File: src/rtl/branch_predict_unit.sv
// rtl/branch_predict_unit.sv - bimodal branch predictor with branch resolve, redirect and statistics
//
// Purpose: predicts fetch branches from a table of 2-bit saturating counters
// and resolves executed branches. Resolution compares the operands, updates the
// counter, flags a mispredict and supplies the correct next PC one cycle later.
//
// Ports:
//   clk, rst_n                   clock, synchronous active-low reset
//   pred_pc / pred_taken         fetch PC in, combinational prediction out
//   res_valid, res_pc            resolve request and branch PC
//   res_rs1, res_rs2, res_type   compare operands and compare kind
//   res_pred_taken               prediction that was made at fetch
//   res_target, res_pc_plus4     taken and fall-through PCs
//   out_valid, out_taken         registered result valid / outcome
//   out_mispredict, redirect_pc  registered mispredict flag / correct next PC
//   branch_count                 resolved branches (saturating)
//   mispredict_count             mispredicted branches (saturating)

package branch_predict_pkg;
    // Compare kinds use the RV32 funct3 encoding; 3'd2 and 3'd3 are invalid.
    typedef logic [2:0] branch_t;
    localparam branch_t BR_EQ  = 3'd0;
    localparam branch_t BR_NE  = 3'd1;
    localparam branch_t BR_LT  = 3'd4;
    localparam branch_t BR_GE  = 3'd5;
    localparam branch_t BR_LTU = 3'd6;
    localparam branch_t BR_GEU = 3'd7;
endpackage

module branch_predict_unit
    import branch_predict_pkg::*;
#(
    parameter int XLEN        = 32,
    parameter int BHT_ENTRIES = 64,
    parameter int CNT_W       = 32
) (
    input  logic             clk,
    input  logic             rst_n,
    input  logic [XLEN-1:0]  pred_pc,
    output logic             pred_taken,
    input  logic             res_valid,
    input  logic [XLEN-1:0]  res_pc,
    input  logic [XLEN-1:0]  res_rs1,
    input  logic [XLEN-1:0]  res_rs2,
    input  branch_t          res_type,
    input  logic             res_pred_taken,
    input  logic [XLEN-1:0]  res_target,
    input  logic [XLEN-1:0]  res_pc_plus4,
    output logic             out_valid,
    output logic             out_taken,
    output logic             out_mispredict,
    output logic [XLEN-1:0]  redirect_pc,
    output logic [CNT_W-1:0] branch_count,
    output logic [CNT_W-1:0] mispredict_count
);

    localparam int IDX_W = $clog2(BHT_ENTRIES);

    logic [1:0]       r_bht [BHT_ENTRIES];

    logic [IDX_W-1:0] w_pred_idx;
    logic [IDX_W-1:0] w_res_idx;
    logic             w_type_ok;
    logic             w_taken;
    logic             w_req;
    logic             w_mispredict;
    logic [1:0]       w_cnt_cur;
    logic [1:0]       w_cnt_next;

    // Word-aligned PCs: bits [1:0] never select an entry.
    assign w_pred_idx = pred_pc[IDX_W+1:2];
    assign w_res_idx  = res_pc[IDX_W+1:2];

    // Read is from the registered table, so a same-cycle resolve to the same
    // entry is only seen by the prediction on the following cycle.
    assign pred_taken = r_bht[w_pred_idx][1];

    always_comb begin
        w_type_ok = 1'b0;
        w_taken   = 1'b0;
        case (res_type)
            BR_EQ:   begin w_type_ok = 1'b1; w_taken = (res_rs1 == res_rs2); end
            BR_NE:   begin w_type_ok = 1'b1; w_taken = (res_rs1 != res_rs2); end
            BR_LT:   begin w_type_ok = 1'b1; w_taken = ($signed(res_rs1) <  $signed(res_rs2)); end
            BR_GE:   begin w_type_ok = 1'b1; w_taken = ($signed(res_rs1) >= $signed(res_rs2)); end
            BR_LTU:  begin w_type_ok = 1'b1; w_taken = (res_rs1 <  res_rs2); end
            BR_GEU:  begin w_type_ok = 1'b1; w_taken = (res_rs1 >= res_rs2); end
            default: begin w_type_ok = 1'b0; w_taken = 1'b0; end
        endcase
    end

    assign w_req        = res_valid && w_type_ok;
    assign w_mispredict = (w_taken != res_pred_taken);
    assign w_cnt_cur    = r_bht[w_res_idx];

    always_comb begin
        w_cnt_next = w_cnt_cur;
        if (w_taken) begin
            if (w_cnt_cur != 2'b11) w_cnt_next = w_cnt_cur + 2'd1;
        end else begin
            if (w_cnt_cur != 2'b00) w_cnt_next = w_cnt_cur - 2'd1;
        end
    end

    always_ff @(posedge clk) begin
        if (!rst_n) begin
            for (int i = 0; i < BHT_ENTRIES; i++) begin
                r_bht[i] <= 2'b01;
            end
            out_valid        <= 1'b0;
            out_taken        <= 1'b0;
            out_mispredict   <= 1'b0;
            redirect_pc      <= '0;
            branch_count     <= '0;
            mispredict_count <= '0;
        end else begin
            out_valid <= w_req;
            if (w_req) begin
                r_bht[w_res_idx] <= w_cnt_next;
                out_taken        <= w_taken;
                out_mispredict   <= w_mispredict;
                redirect_pc      <= w_taken ? res_target : res_pc_plus4;
                if (!(&branch_count)) begin
                    branch_count <= branch_count + CNT_W'(1);
                end
                if (w_mispredict && !(&mispredict_count)) begin
                    mispredict_count <= mispredict_count + CNT_W'(1);
                end
            end
        end
    end

    logic w_unused;
    assign w_unused = ^{pred_pc[XLEN-1:IDX_W+2], pred_pc[1:0],
                        res_pc[XLEN-1:IDX_W+2], res_pc[1:0]};

endmodule

File: config.mk
export PLATFORM = sky130hd
export DESIGN_NAME = branch_predict_unit
export DESIGN_NICKNAME = d
export VERILOG_FILES = /design/src/rtl/branch_predict_unit.sv
export SDC_FILE = /design/constraint.sdc
export NUM_CORES = 1
export LEC_CHECK = 0
export BUFFER_PORTS_ARGS = -buffer_cell sky130_fd_sc_hd__buf_2
export CORE_ASPECT_RATIO = 1.4
export CORE_UTILIZATION = 40
export CTS_BUF_LIST = sky130_fd_sc_hd__clkbuf_8 sky130_fd_sc_hd__clkbuf_16
export DETAILED_ROUTE_END_ITERATION = 6
export PLACE_DENSITY = 0.73
export SETUP_SLACK_MARGIN = 0.2
export SYNTH_ARGS = -nofsm -noshare
export SYNTH_HDL_FRONTEND = slang
export SYNTH_SLANG_ARGS = --single-unit
export TNS_END_PERCENT = 100
File: constraint.sdc
create_clock -name clk -period 4.5 [get_ports clk]
set_clock_uncertainty 0.1 [all_clocks]
set_input_delay 0.45 -clock clk [delete_from_list [all_inputs] [get_ports clk]]
set_output_delay 0.45 -clock clk [all_outputs]
set_load 0.05 [all_outputs]
==> Flow_metrics.wiki, run 1 <==
{| class="wikitable"
! Metric !! Value
|-
| Wire length on met1 || between 10000 and 15000 um
|-
| Deepest level of the CTS H-tree || 1
|-
| Initial DRC Count || between 600 and 700
|-
| PwrDens || around 340 mW/mm^2
|-
| Fraction of final layout cells sized beyond drive strength 1 || roughly 25%
|-
| PostCTS Resize Cnt || 0
|-
| Worst hold slack across all endpoints || ~150 ps
|-
| Max-slew violations || 0
|-
| Overall via count from detail_route || ~11000
|-
| Antenna violations before repair || 0
|-
| Number of distinct library cells after synthesis || 62
|-
| Total negative slack || 0 ps
|-
| Clock buffers created by TritonCTS || 23
|-
| Number of instances in the synthesized netlist || between 1000 and 1500
|-
| Total inserted antenna cells || 0
|-
| DRC viols || 0
|-
| Row count || 75
|-
| Detail Placement HPWL || ~27000 um
|-
| Max IR drop VDD || about 250 uV
|-
| Register clock-pin slew on the reported worst setup and hold paths || ~70 ps
|-
| Highest metal layer with signal wires || met4
|-
| Global-route wire length before repair || around 56000 um
|-
| Worst-case register-to-register setup slack || 1470 ps
|-
| Grt total ovfl || 0
|-
| Worst setup path start || res_rs2[31]
|-
| Final critical-path share of the clock period || 74.3%
|-
| Nets || 1732
|-
| Transition time at the pin with the least slew margin || roughly 1200 ps
|-
| Util after Layout || around 50%
|-
| Syn. warnings || 0
|-
| Adder-Cell Fraction of Synth Area || between 3 and 4%
|-
| Setup crit start kind || input port
|-
| Number of global-route vias before repair || 10709
|-
| Share of synthesized cell area in and, or, nand and nor gates || between 20% and 30%
|-
| Max-slew headroom || approximately 18%
|-
| Endpoint kind of the worst setup timing path || register
|-
| Depth of the worst register-to-register path || 10
|-
| Detailed-route wire length per cell || about 19 um
|-
| Number of post-CTS setup repair buffers || 0
|-
| Hold-fix buffers at CTS || 0
|-
| Post-detailed-route count of antenna-violating nets || 0
|-
| Cell at the root of the clock tree || sky130_fd_sc_hd__clkbuf_16
|-
| RSZ-0062 raised after global routing || false
|-
| Most area-consuming cells after synthesis || sky130_fd_sc_hd__edfxtp_1 31%, sky130_fd_sc_hd__dfxtp_1 16%, sky130_fd_sc_hd__mux4_2 6.0%, sky130_fd_sc_hd__nand2_1 5.8%, sky130_fd_sc_hd__nor2_1 4.9%
|-
| Total length of routed wires || between 30000 and 40000 um
|-
| Synth area leader || sky130_fd_sc_hd__edfxtp_1
|-
| GP Congestion || 0.952
|-
| Detail Route met2 WL || approximately 19000 um
|-
| Maximum achievable frequency || about 0.30 GHz
|-
| Post-synthesis sequential element count || 227
|-
| Met3 Routed Length || about 2800 um
|-
| Die W || around 150 um
|-
| Crit path kind || input port to register
|-
| Pleak || between 5 and 6 nW
|-
| Per-instance average area after synthesis || slightly below 10 um^2
|-
| Total nets after synthesis || around 1500
|-
| Outcome || finished clean
|-
| Capturing point of the worst reg2reg path || mispredict_count[31]
|-
| Share of synthesized area occupied by flip-flops and latches || a little under half
|-
| Initial Utilization || between 40% and 50%
|-
| Clock sink total || 227
|-
| Critical path endpoint || r_bht[43][1]
|-
| Deepest clock path buffer count || 3
|-
| Multiplexer fraction of the synthesized cell area || between 10% and 20%
|-
| Kind of path behind the tightest hold check || input port to register
|-
| Number of enable flip-flop cells after synthesis || about 130
|-
| Post-synthesis share of cell area spent on xor and xnor gates || around 3.0%
|-
| Share of the synthesized area in the top cell type || a little under a third
|-
| CTS tree || done
|-
| Pin count of the biggest net entering global routing || slightly below 60
|-
| Vias per std cell || ~5.7
|-
| Top Ports || 299
|-
| Overall power after layout || ~5 mW
|-
| Final setup violation count || 0
|-
| Worst reg2reg startpoint || mispredict_count[5]
|-
| GRT Total Usage || 23.0%
|-
| Min Tclk post-route || between 3000 and 4000 ps
|-
| Largest family of logic cells by synthesized area || simple AND/OR/NAND/NOR gates
|-
| Die height || 210 um
|-
| Core footprint || roughly 0.030 mm^2
|-
| CP arrival || about 3600 ps
|-
| Number of inserted filler cells in the final layout || roughly 2700
|-
| Summed area of non-filler cells in the final layout || approximately 0.015 mm^2
|-
| Total of buffers placed on input and output ports || approximately 250
|-
| Die area || ~0.032 mm^2
|-
| Clock network latency to the later pin of the worst-skew pair || approximately 530 ps
|-
| Most used flip-flop cell after synthesis || sky130_fd_sc_hd__edfxtp_1
|-
| Area fraction in compound gates after synthesis || 9.28%
|-
| First-pass iteration count of the detailed router || 5
|-
| Required time reported for the critical path endpoint || about 4800 ps
|-
| Synth-to-Final Area Change || 19.6%
|-
| CP Max Fanout || 14
|-
| Final Hold Violating Endpoints || 0
|-
| Max-cap check violation count || 0
|-
| Netlist area before placement || 0.0123 mm^2
|-
| Share of async-settable or async-resettable flops after synthesis || 0%
|-
| Post-placement cell area || between 0.01 and 0.015 mm^2
|}
report_power, final:
part	switching, mW	internal (mW)
Sequential	0.0333	2.24
Combinational	0.528	0.279
Clock	0.831	1.08
Total	1.39	3.61
synthesized netlist by cell type (3+ instances only):
master                     instances
sky130_fd_sc_hd__o211ai_1          3
sky130_fd_sc_hd__edfxtp_1        128
sky130_fd_sc_hd__nor4_1            7
sky130_fd_sc_hd__and2_1           11
sky130_fd_sc_hd__o22ai_1           4
sky130_fd_sc_hd__a22o_1            3
sky130_fd_sc_hd__dfxtp_1          99
sky130_fd_sc_hd__nand2_1         192
sky130_fd_sc_hd__nor2_1          160
sky130_fd_sc_hd__mux2i_1          50
sky130_fd_sc_hd__a21o_1            5
sky130_fd_sc_hd__o31ai_1           4
sky130_fd_sc_hd__clkbuf_1         72
sky130_fd_sc_hd__xor2_1           25
sky130_fd_sc_hd__a22oi_1          12
sky130_fd_sc_hd__inv_1            42
sky130_fd_sc_hd__nor3b_1           3
sky130_fd_sc_hd__a221oi_1         17
sky130_fd_sc_hd__or3_1             8
sky130_fd_sc_hd__and4_1            9
sky130_fd_sc_hd__ha_1             34
sky130_fd_sc_hd__a21oi_1          37
sky130_fd_sc_hd__and3_1           18
sky130_fd_sc_hd__nand4_1          28
sky130_fd_sc_hd__nand3_1          83
sky130_fd_sc_hd__nor2b_1           6
sky130_fd_sc_hd__mux2_2           14
sky130_fd_sc_hd__xnor2_1          16
sky130_fd_sc_hd__nand2b_1         16
sky130_fd_sc_hd__a211oi_1         34
sky130_fd_sc_hd__nor3_1           19
sky130_fd_sc_hd__nand4b_1          3
sky130_fd_sc_hd__o21ai_0          35
sky130_fd_sc_hd__buf_2             8
sky130_fd_sc_hd__buf_1             6
sky130_fd_sc_hd__mux4_2           33
layout make-up:
type                    instances  area [um^2]  share of cell area, %
well taps                     385          482                   3.26
repair buffers                282         1510                   10.3
flip-flops and latches        227         5830                   39.4
multi-input cells             920         6030                   40.9
clock buffers                  24          601                   4.07
inverters                      45          169                   1.14
clock inverters                17          144                  0.974
worst min-delay path by stage:
stage / start / endpoint / slack, ps / cells past startpoint
final: res_pc_plus4[30] / redirect_pc[30] / 150 / 3
after global routing: res_pc_plus4[28] / redirect_pc[28] / 150 / 3
after floorplan: out_taken / out_taken / 570 / 2
after CTS: res_pc_plus4[30] / redirect_pc[30] / 130 / 3
after global placement: out_taken / out_taken / 350 / 2
after detailed placement: out_taken / out_taken / 370 / 2
flip-flops by register name, indices dropped and copies added (netlist names):
signal and cells:
out_valid 1, redirect_pc 32, mispredict_count 32, r_bht 128, out_taken 1, out_mispredict 1
branch_count 32
cells by family (layout without fill, tap and decap cells):
kind of cell / Yosys count / after routing
buf+inv: 131 / 368
mux: 98 / 98
fa+ha+maj: 36 / 36
xor+xnor: 42 / 42
compound gates: 171 / 171
flops: 227 / 227
simple gates: 573 / 573
per-layer routing:
layer / vias to the layer above / global-route usage [%]
met3: 110 / 4.15
met4: 0 / 11.6
met2: 522 / 42.7
li1: 5069 / -
met5: - / 0
met1: 5071 / 24.4
per-stage QoR:
stage          worst slack (ps)  instances
6_report                   1160       1900
3_3_place_gp                730       1859
3_5_place_dp                622       1859
4_1_cts                    1140       1900
2_1_floorplan               929       1278
5_1_grt                     790       1900
worst max-delay path, stage by stage:
cell and delay (ps):
sky130_fd_sc_hd__buf_2 80, sky130_fd_sc_hd__inv_1 30, sky130_fd_sc_hd__ha_1 360, sky130_fd_sc_hd__nand4_1 210
sky130_fd_sc_hd__nor4_1 580, sky130_fd_sc_hd__a211o_1 220, sky130_fd_sc_hd__a211oi_2 60, sky130_fd_sc_hd__o211ai_1 210
sky130_fd_sc_hd__mux2i_1 230, sky130_fd_sc_hd__buf_4 160, sky130_fd_sc_hd__nand2_1 150, sky130_fd_sc_hd__maj3_2 470
sky130_fd_sc_hd__buf_4 240, sky130_fd_sc_hd__nor3_1 150
cell usage in the layout (no fill, tap or decap), drive strengths merged, types with 25 or more instances in the layout:
| cell type | n |
|---|---|
| buf | 282 |
| nand2 | 192 |
| nor2 | 161 |
| edfxtp | 128 |
| dfxtp | 99 |
| nand3 | 83 |
| mux2i | 50 |
| inv | 48 |
| a21oi | 37 |
| o21ai | 35 |
| a211oi | 35 |
| ha | 34 |
| mux4 | 33 |
| nand4 | 28 |
| xor2 | 25 |
No activity file was read; power rests on OpenSTA's default activity.
==> run 2: changes to the inputs <==
--- a/config.mk
+++ b/config.mk
@@ -10,7 +10,7 @@
 export CORE_UTILIZATION = 40
 export CTS_BUF_LIST = sky130_fd_sc_hd__clkbuf_8 sky130_fd_sc_hd__clkbuf_16
 export DETAILED_ROUTE_END_ITERATION = 6
-export PLACE_DENSITY = 0.73
+export PLACE_DENSITY = 0.75
 export SETUP_SLACK_MARGIN = 0.2
 export SYNTH_ARGS = -nofsm -noshare
 export SYNTH_HDL_FRONTEND = slang
==> constraint.sdc (replaced) <==
create_clock -name clk -period 2.8 [get_ports clk]
set_clock_uncertainty 0.1 [all_clocks]
set_input_delay 0.28 -clock clk [delete_from_list [all_inputs] [get_ports clk]]
set_output_delay 0.28 -clock clk [all_outputs]
set_load 0.05 [all_outputs]
==> Flow_metrics.wiki, run 2 (synthesis gave the netlist of run 1 again) <==
{| class="wikitable"
! Metric !! Value
|-
| Cell type of the slowest stage on the worst timing path || sky130_fd_sc_hd__mux4_2 (was sky130_fd_sc_hd__nor4_1)
|-
| Power Internal || 6.33 mW (was 3.61 mW)
|-
| DRC viols || 0 (unchanged)
|-
| Cell family with most CP delay || multiplexers (was simple AND/OR/NAND/NOR gates)
|-
| Detailed-route wire length per cell || 20.8 um (was 19.1 um)
|-
| Number of inserted filler cells in the final layout || 2350 (was 2726)
|-
| Clock network latency to the later pin of the worst-skew pair || 520 ps (was 530 ps)
|-
| Number of global-route vias before repair || 11977 (was 10709)
|-
| Most frequent standard cell in the layout excluding fill and tap cells || sky130_fd_sc_hd__buf_2 (unchanged)
|-
| Violations in the final reports || negative setup slack
|-
| Nets || 1881 (was 1732)
|-
| Global-route wire length before repair || 62600 um (was 56200 um)
|-
| Final setup violation count || 123 (was 0)
|-
| Overall via count from detail_route || 11919 (was 10772)
|-
| Cell at the root of the clock tree || sky130_fd_sc_hd__clkbuf_16 (unchanged)
|-
| Synth-to-Final Area Change || 43.9% (was 19.6%)
|-
| Top Ports || 299 (unchanged)
|-
| Max IR drop VDD || 423 uV (was 248 uV)
|-
| Pin count of the biggest net entering global routing || 42 (was 58)
|-
| Transition time at the pin with the least slew margin || 787 ps (was 1220 ps)
|-
| Total length of routed wires || 42600 um (was 36200 um)
|-
| Worst reg2reg startpoint || r_bht[60][1] (was mispredict_count[5])
|-
| Clock network power share || 33.4% (was 38.3%)
|-
| Kind of path behind the tightest hold check || input port to register (unchanged)
|-
| Die W || 150 um (unchanged)
|-
| Deepest level of the CTS H-tree || 1 (unchanged)
|-
| CTS tree || done (unchanged)
|-
| Smallest setup slack after layout || -251 ps (was 1160 ps)
|-
| Total of buffers placed on input and output ports || 246 (unchanged)
|-
| RSZ-0062 raised after global routing || true (was false)
|-
| Row count || 75 (unchanged)
|-
| Register clock-pin slew on the reported worst setup and hold paths || 70 ps (about the same)
|-
| Die height || 210 um (unchanged)
|-
| Worst Path Buf+Inv || 1 (was 4)
|-
| Ordered list of cells on the worst path || mux4_2, mux4_2, mux4_2, buf_6 (was buf_2, inv_1, ha_1, nand4_1, nor4_1, a211o_1, a211oi_2, o211ai_1, mux2i_1, buf_4, nand2_1, maj3_2, buf_4, nor3_1)
|-
| Fraction of final layout cells sized beyond drive strength 1 || 44.2% (was 24.8%)
|-
| Share of total power in combinational logic || 25.5% (was 16.1%)
|-
| Overall power after layout || 8.92 mW (was 5.00 mW)
|-
| Util after Layout || 59.0% (was 49.0%)
|-
| Detail Placement HPWL || 28600 um (was 26700 um)
|-
| Outcome || finished, violations left (was finished clean)
|-
| CP Max Fanout || 2 (was 14)
|-
| Vias per std cell || 5.81 (was 5.67)
|-
| Switching power || 2.59 mW (was 1.39 mW)
|-
| Core footprint || 0.0301 mm^2 (unchanged)
|-
| Largest register FFs || 128 (unchanged)
|-
| Post-Layout Cell Count || 2050 (was 1900)
|-
| Crit path kind || register to output port (was input port to register)
|-
| Cells after DPL || 1938 (was 1859)
|-
| Maximum achievable frequency || between 0.3 and 0.4 GHz
|-
| Highest-count cells in the layout ignoring fill and taps || 238 x sky130_fd_sc_hd__buf_2, 183 x sky130_fd_sc_hd__nand2_1, 128 x sky130_fd_sc_hd__edfxtp_1, 106 x sky130_fd_sc_hd__nor2_1, 104 x sky130_fd_sc_hd__buf_4 (was 246 x sky130_fd_sc_hd__buf_2, 192 x sky130_fd_sc_hd__nand2_1, 160 x sky130_fd_sc_hd__nor2_1, 128 x sky130_fd_sc_hd__edfxtp_1, 99 x sky130_fd_sc_hd__dfxtp_1)
|-
| First-pass iteration count of the detailed router || 5 (unchanged)
|-
| Hold depth || 3 (unchanged)
|-
| Pleak || 6.98 nW (was 5.88 nW)
|-
| GRT Total Usage || 25.7% (was 23.0%)
|-
| Max-slew headroom || 47.1% (was 18.0%)
|-
| Worst min-delay path endpoint || redirect_pc[14] (was redirect_pc[30])
|-
| Clock buffers created by TritonCTS || 22 (was 23)
|-
| Depth of the worst register-to-register path || 12 (was 10)
|-
| Stage delay of the slowest cell on the critical path || 530 ps (was 580 ps)
|-
| Switching Fraction || 29.0% (was 27.9%)
|-
| PwrDens || 502 mW/mm^2 (was 338 mW/mm^2)
|-
| Deepest clock path buffer count || 3 (unchanged)
|-
| Register containing the most flip-flops in the final layout || r_bht (unchanged)
|-
| Post-detailed-route count of antenna-violating nets || 0 (unchanged)
|-
| Most frequent cell on the critical path || sky130_fd_sc_hd__mux4_2 (was sky130_fd_sc_hd__buf_4)
|-
| Final Hold Violating Endpoints || 0 (unchanged)
|-
| Required time reported for the critical path endpoint || 2420 ps (was 4770 ps)
|-
| Setup crit start kind || register (was input port)
|-
| Clock sink total || 227 (unchanged)
|-
| Initial DRC Count || 886 (was 672)
|-
| Initial Utilization || 41.0% (unchanged)
|-
| GP Congestion || 0.919 (was 0.952)
|-
| Part of the total power dissipated in sequential elements || 41.1% (was 45.5%)
|-
| Max-slew violations || 0 (unchanged)
|-
| CP arrival || 2670 ps (was 3610 ps)
|-
| Startpoint of the tightest hold check path || res_pc_plus4[14] (was res_pc_plus4[30])
|-
| Min Tclk post-route || slightly above 3000 ps
|-
| Capturing point of the worst reg2reg path || r_bht[31][0] (was mispredict_count[31])
|-
| Die area || 0.0316 mm^2 (unchanged)
|-
| Total negative slack || -13870 ps (was 0 ps)
|-
| Worst hold slack across all endpoints || 9.57 ps (was 151 ps)
|-
| Final critical-path share of the clock period || 109%
|-
| Antenna violations before repair || 1 (was 0)
|-
| Max-cap check violation count || 0 (unchanged)
|-
| Grt total ovfl || 0 (unchanged)
|-
| Endpoint kind of the worst setup timing path || output port (was register)
|-
| Worst-case register-to-register setup slack || -190 ps (was 1470 ps)
|}
## run 2: cell count changes in the layout (fill, tap and decap cells not counted), sizes merged, moves of 2 or more
cell	change
bufinv	-2
clkbuf	+11
dlygate4sd3	+18
buf	+125
clkinvlp	-5
inv	+2
## run 2: how the worst max path moves through the flow
stage            startpoint      endpoint  slack [ps]  cells after the start
2_1_floorplan   res_rs2[30]  r_bht[32][1]         -60                     13
3_3_place_gp    res_rs2[30]  r_bht[43][1]        -380                     14
3_5_place_dp    res_rs2[30]  r_bht[31][0]        -430                     14
4_1_cts        r_bht[60][1]    pred_taken        -240                      4
5_1_grt        r_bht[60][1]    pred_taken        -290                      4
6_report       r_bht[60][1]    pred_taken        -250                      4
## run 2: final cells by class
| type | count | area [um^2] | area share (%) |
|---|---|---|---|
| clock inverters | 11 | 52.6 | 0.296 |
| flip-flops and latches | 227 | 5860 | 33.0 |
| repair buffers | 431 | 3310 | 18.6 |
| well taps | 385 | 482 | 2.71 |
| multi-input cells | 921 | 7200 | 40.5 |
| diodes | 1 | 2.50 | 0.0141 |
| clock buffers | 29 | 669 | 3.77 |
| inverters | 45 | 191 | 1.08 |
## run 2: per-layer routing
layer	global-route usage, %	wire, um	vias up
met5	0	0	-
met4	15.2	3000	0
met3	4.57	3030	197
met2	47.2	22100	660
met1	26.7	14500	5698
li1	-	-	5364
## run 2: worst register-to-register path, stage by stage, from the launching register on
cell and delay (ps):
sky130_fd_sc_hd__edfxtp_1 460, sky130_fd_sc_hd__buf_4 170, sky130_fd_sc_hd__buf_4 120, sky130_fd_sc_hd__mux4_2 480
sky130_fd_sc_hd__nand2_1 100, sky130_fd_sc_hd__nand2_1 60, sky130_fd_sc_hd__nand2_1 70, sky130_fd_sc_hd__nand4b_1 230
sky130_fd_sc_hd__inv_2 190, sky130_fd_sc_hd__maj3_4 330, sky130_fd_sc_hd__buf_6 180, sky130_fd_sc_hd__buf_12 140
sky130_fd_sc_hd__nand3_2 80
## run 2: through the flow
step,area (um^2),setup slack (ps)
finish,17800,-251
CTS,16900,-239
global route,17800,-286
floorplan,13000,-64.5
global placement,15300,-375
detailed placement,15300,-433
## run 2: what timing repair did
action	4_1_cts	5_1_grt
buffers inserted	20	17
pin swaps	32	48
hold endpoints to repair	14	1
resized for setup	88	144
hold buffers	17	1
gates cloned	10	6
endpoints found under the setup margin	155	209
## run 2: power groups by stage
stage | logic (mW) | clock network [mW] | registers [mW]
6_report | 2.28 | 2.98 | 3.66
4_1_cts | 1.92 | 3.00 | 3.66
3_5_place_dp | 1.51 | 0 | 3.73
2_1_floorplan | 0.840 | 0 | 3.87
3_3_place_gp | 1.48 | 0 | 3.73
5_1_grt | 2.38 | 3.14 | 3.67
==> run 3: changes to the inputs <==
--- a/config.mk
+++ b/config.mk
@@ -15,4 +15,4 @@
 export SYNTH_ARGS = -nofsm -noshare
 export SYNTH_HDL_FRONTEND = slang
 export SYNTH_SLANG_ARGS = --single-unit
-export TNS_END_PERCENT = 100
+export TNS_END_PERCENT = 20
==> Flow_metrics.wiki, run 3 (synthesis gave the netlist of run 1 again) <==
{| class="wikitable"
! Metric !! Value
|-
| Nets || 1854 (was 1881)
|-
| Crit path kind || register to output port (unchanged)
|-
| Worst Path Buf+Inv || 1 (unchanged)
|-
| Summed area of non-filler cells in the final layout || 0.0170 mm^2 (was 0.0178 mm^2)
|-
| Most frequent cell on the critical path || sky130_fd_sc_hd__mux4_2 (unchanged)
|-
| Cells after DPL || 1938 (unchanged)
|-
| Total negative slack || -1190 ps (was -13870 ps)
|-
| DRC viols || 0 (unchanged)
|-
| Register containing the most flip-flops in the final layout || r_bht (unchanged)
|-
| Max-slew violations || 0 (unchanged)
|-
| Worst setup path start || r_bht[23][1] (was r_bht[60][1])
|-
| Post-placement cell area || 0.0150 mm^2 (was 0.0153 mm^2)
|-
| Final critical-path share of the clock period || 108% (was 109%)
|-
| Antenna violations before repair || 0 (was 1)
|-
| Worst hold slack across all endpoints || -2.52 ps (was 9.57 ps)
|-
| PwrDens || 496 mW/mm^2 (was 502 mW/mm^2)
|-
| Vias per std cell || 5.77 (was 5.81)
|-
| Final setup violation count || 39 (was 123)
|-
| Highest-count cells in the layout ignoring fill and taps || 229 x sky130_fd_sc_hd__buf_2, 187 x sky130_fd_sc_hd__nand2_1, 136 x sky130_fd_sc_hd__nor2_1, 128 x sky130_fd_sc_hd__edfxtp_1, 98 x sky130_fd_sc_hd__buf_4 (was 238 x sky130_fd_sc_hd__buf_2, 183 x sky130_fd_sc_hd__nand2_1, 128 x sky130_fd_sc_hd__edfxtp_1, 106 x sky130_fd_sc_hd__nor2_1, 104 x sky130_fd_sc_hd__buf_4)
|-
| Total inserted antenna cells || 0 (was 1)
|-
| Clock sink total || 227 (unchanged)
|-
| Pin count of the biggest net entering global routing || 87 (was 42)
|-
| Die height || 210 um (unchanged)
|-
| Detailed-route wire length per cell || 20.5 um (was 20.8 um)
|-
| Total length of routed wires || 41400 um (was 42600 um)
|-
| Hold depth || 3 (unchanged)
|-
| Max IR drop VDD || 530 uV (was 423 uV)
|-
| Overall via count from detail_route || 11675 (was 11919)
|-
| Synth-to-Final Area Change || 37.9% (was 43.9%)
|-
| Largest register FFs || 128 (unchanged)
|-
| Kind of path behind the tightest hold check || input port to register (unchanged)
|-
| Pleak || 6.70 nW (was 6.98 nW)
|-
| Post-detailed-route count of antenna-violating nets || 0 (unchanged)
|-
| Clock buffers created by TritonCTS || 22 (unchanged)
|-
| Row count || 75 (unchanged)
|-
| DP Worst Slack || -474 ps (was -433 ps)
|-
| Depth of the worst register-to-register path || 10 (was 12)
|-
| Deepest level of the CTS H-tree || 1 (unchanged)
|-
| Endpoint kind of the worst setup timing path || output port (unchanged)
|-
| Number of global-route vias before repair || 11844 (was 11977)
|-
| Util after Layout || 56.5% (was 59.0%)
|-
| CP arrival || 2640 ps (was 2670 ps)
|-
| Initial Utilization || 41.0% (unchanged)
|-
| Number of cells on the critical path || 4 (unchanged)
|-
| CTS tree || done (unchanged)
|-
| Grt total ovfl || 0 (unchanged)
|-
| Transition time at the pin with the least slew margin || 997 ps (was 787 ps)
|-
| Violations in the final reports || negative hold slack, negative setup slack (was negative setup slack)
|-
| Worst reg2reg startpoint || r_bht[33][1] (was r_bht[60][1])
|-
| Global-route wire length before repair || 62500 um (was 62600 um)
|-
| Most frequent standard cell in the layout excluding fill and tap cells || sky130_fd_sc_hd__buf_2 (unchanged)
|-
| Setup crit start kind || register (unchanged)
|-
| Startpoint of the tightest hold check path || res_pc_plus4[20] (was res_pc_plus4[14])
|-
| Ordered list of cells on the worst path || mux4_2, mux4_2, mux4_2, buf_6 (unchanged)
|-
| Fraction of final layout cells sized beyond drive strength 1 || 37.6% (was 44.2%)
|-
| Smallest setup slack after layout || -220 ps (was -251 ps)
|-
| RSZ-0062 raised after global routing || true (unchanged)
|-
| Deepest clock path buffer count || 3 (unchanged)
|-
| CP Max Fanout || 2 (unchanged)
|-
| Max-cap check violation count || 0 (unchanged)
|-
| Max-slew headroom || 33.5% (was 47.1%)
|-
| Core footprint || 0.0301 mm^2 (unchanged)
|-
| Initial DRC Count || 834 (was 886)
|-
| Post-Layout Cell Count || 2022 (was 2050)
|-
| GP Congestion || 0.955 (was 0.919)
|-
| Stage delay of the slowest cell on the critical path || 540 ps (was 530 ps)
|-
| Overall power after layout || 8.45 mW (was 8.92 mW)
|-
| Cell type of the slowest stage on the worst timing path || sky130_fd_sc_hd__mux4_2 (unchanged)
|-
| Number of inserted filler cells in the final layout || 2442 (was 2350)
|-
| Required time reported for the critical path endpoint || 2420 ps (about the same)
|-
| Top Ports || 299 (unchanged)
|-
| Cell family with most CP delay || multiplexers (unchanged)
|-
| Clock network latency to the later pin of the worst-skew pair || 540 ps (was 520 ps)
|-
| Cell at the root of the clock tree || sky130_fd_sc_hd__clkbuf_16 (unchanged)
|-
| Total of buffers placed on input and output ports || 246 (unchanged)
|-
| Min Tclk post-route || 3020 ps (was 3050 ps)
|-
| Outcome || finished, violations left (unchanged)
|-
| Maximum achievable frequency || 0.331 GHz (was 0.328 GHz)
|-
| First-pass iteration count of the detailed router || 5 (unchanged)
|-
| Final Hold Violating Endpoints || 1 (was 0)
|-
| Register clock-pin slew on the reported worst setup and hold paths || 60 ps (was 70 ps)
|-
| Die W || 150 um (unchanged)
|-
| Detail Placement HPWL || 29100 um (was 28600 um)
|-
| GRT Total Usage || 25.9% (was 25.7%)
|-
| Die area || 0.0316 mm^2 (unchanged)
|}
run 3: worst register-to-register path: cells and delay by family (launching register included):
family / cells / cell delay, ps
adder cells (fa/ha/maj): 1 / 250
flip-flops: 1 / 410
AND/OR/NAND/NOR: 3 / 460
buffers and inverters: 2 / 460
multiplexers: 1 / 280
AO/OA/AOI/OAI: 3 / 630
run 3: what timing repair did:
item / in CTS / in global routing
hold endpoints to repair: 18 / 0
setup endpoints to repair: 169 / 214
resized for setup: 123 / 71
hold buffers: 33 / 0
buffers inserted: 4 / 2
pin swaps: 97 / 59
cloned: 4 / 1
run 3: power breakdown:
group,internal [mW],switching (mW),leakage [nW]
logic,0.809,1.06,4.39
registers,3.60,0.0627,1.96
clock network,1.57,1.34,0.350
run 3: area by class of cell:
cell class / count / area [um^2] / area share, %
Inverter: 45 / 191 / 1.12
Clock inverter: 17 / 124 / 0.728
Clock buffer: 23 / 564 / 3.31
Multi-Input combinational cell: 921 / 6910 / 40.6
Timing Repair Buffer: 404 / 2920 / 17.1
Tap cell: 385 / 482 / 2.83
Sequential cell: 227 / 5840 / 34.3
run 3: worst paths after layout:
path / endpoint / slack [ps]
max: pred_taken / -220
min: redirect_pc[20] / -3
max reg2reg: r_bht[15][0] / -60
min reg2reg: out_taken / 360
run 3: metal layers:
layer  track usage (%)  wire length [um]
met4              16.3              2780
met1              25.9             13600
met5                 0                 0
met2              48.5             21800
met3              4.43              3140
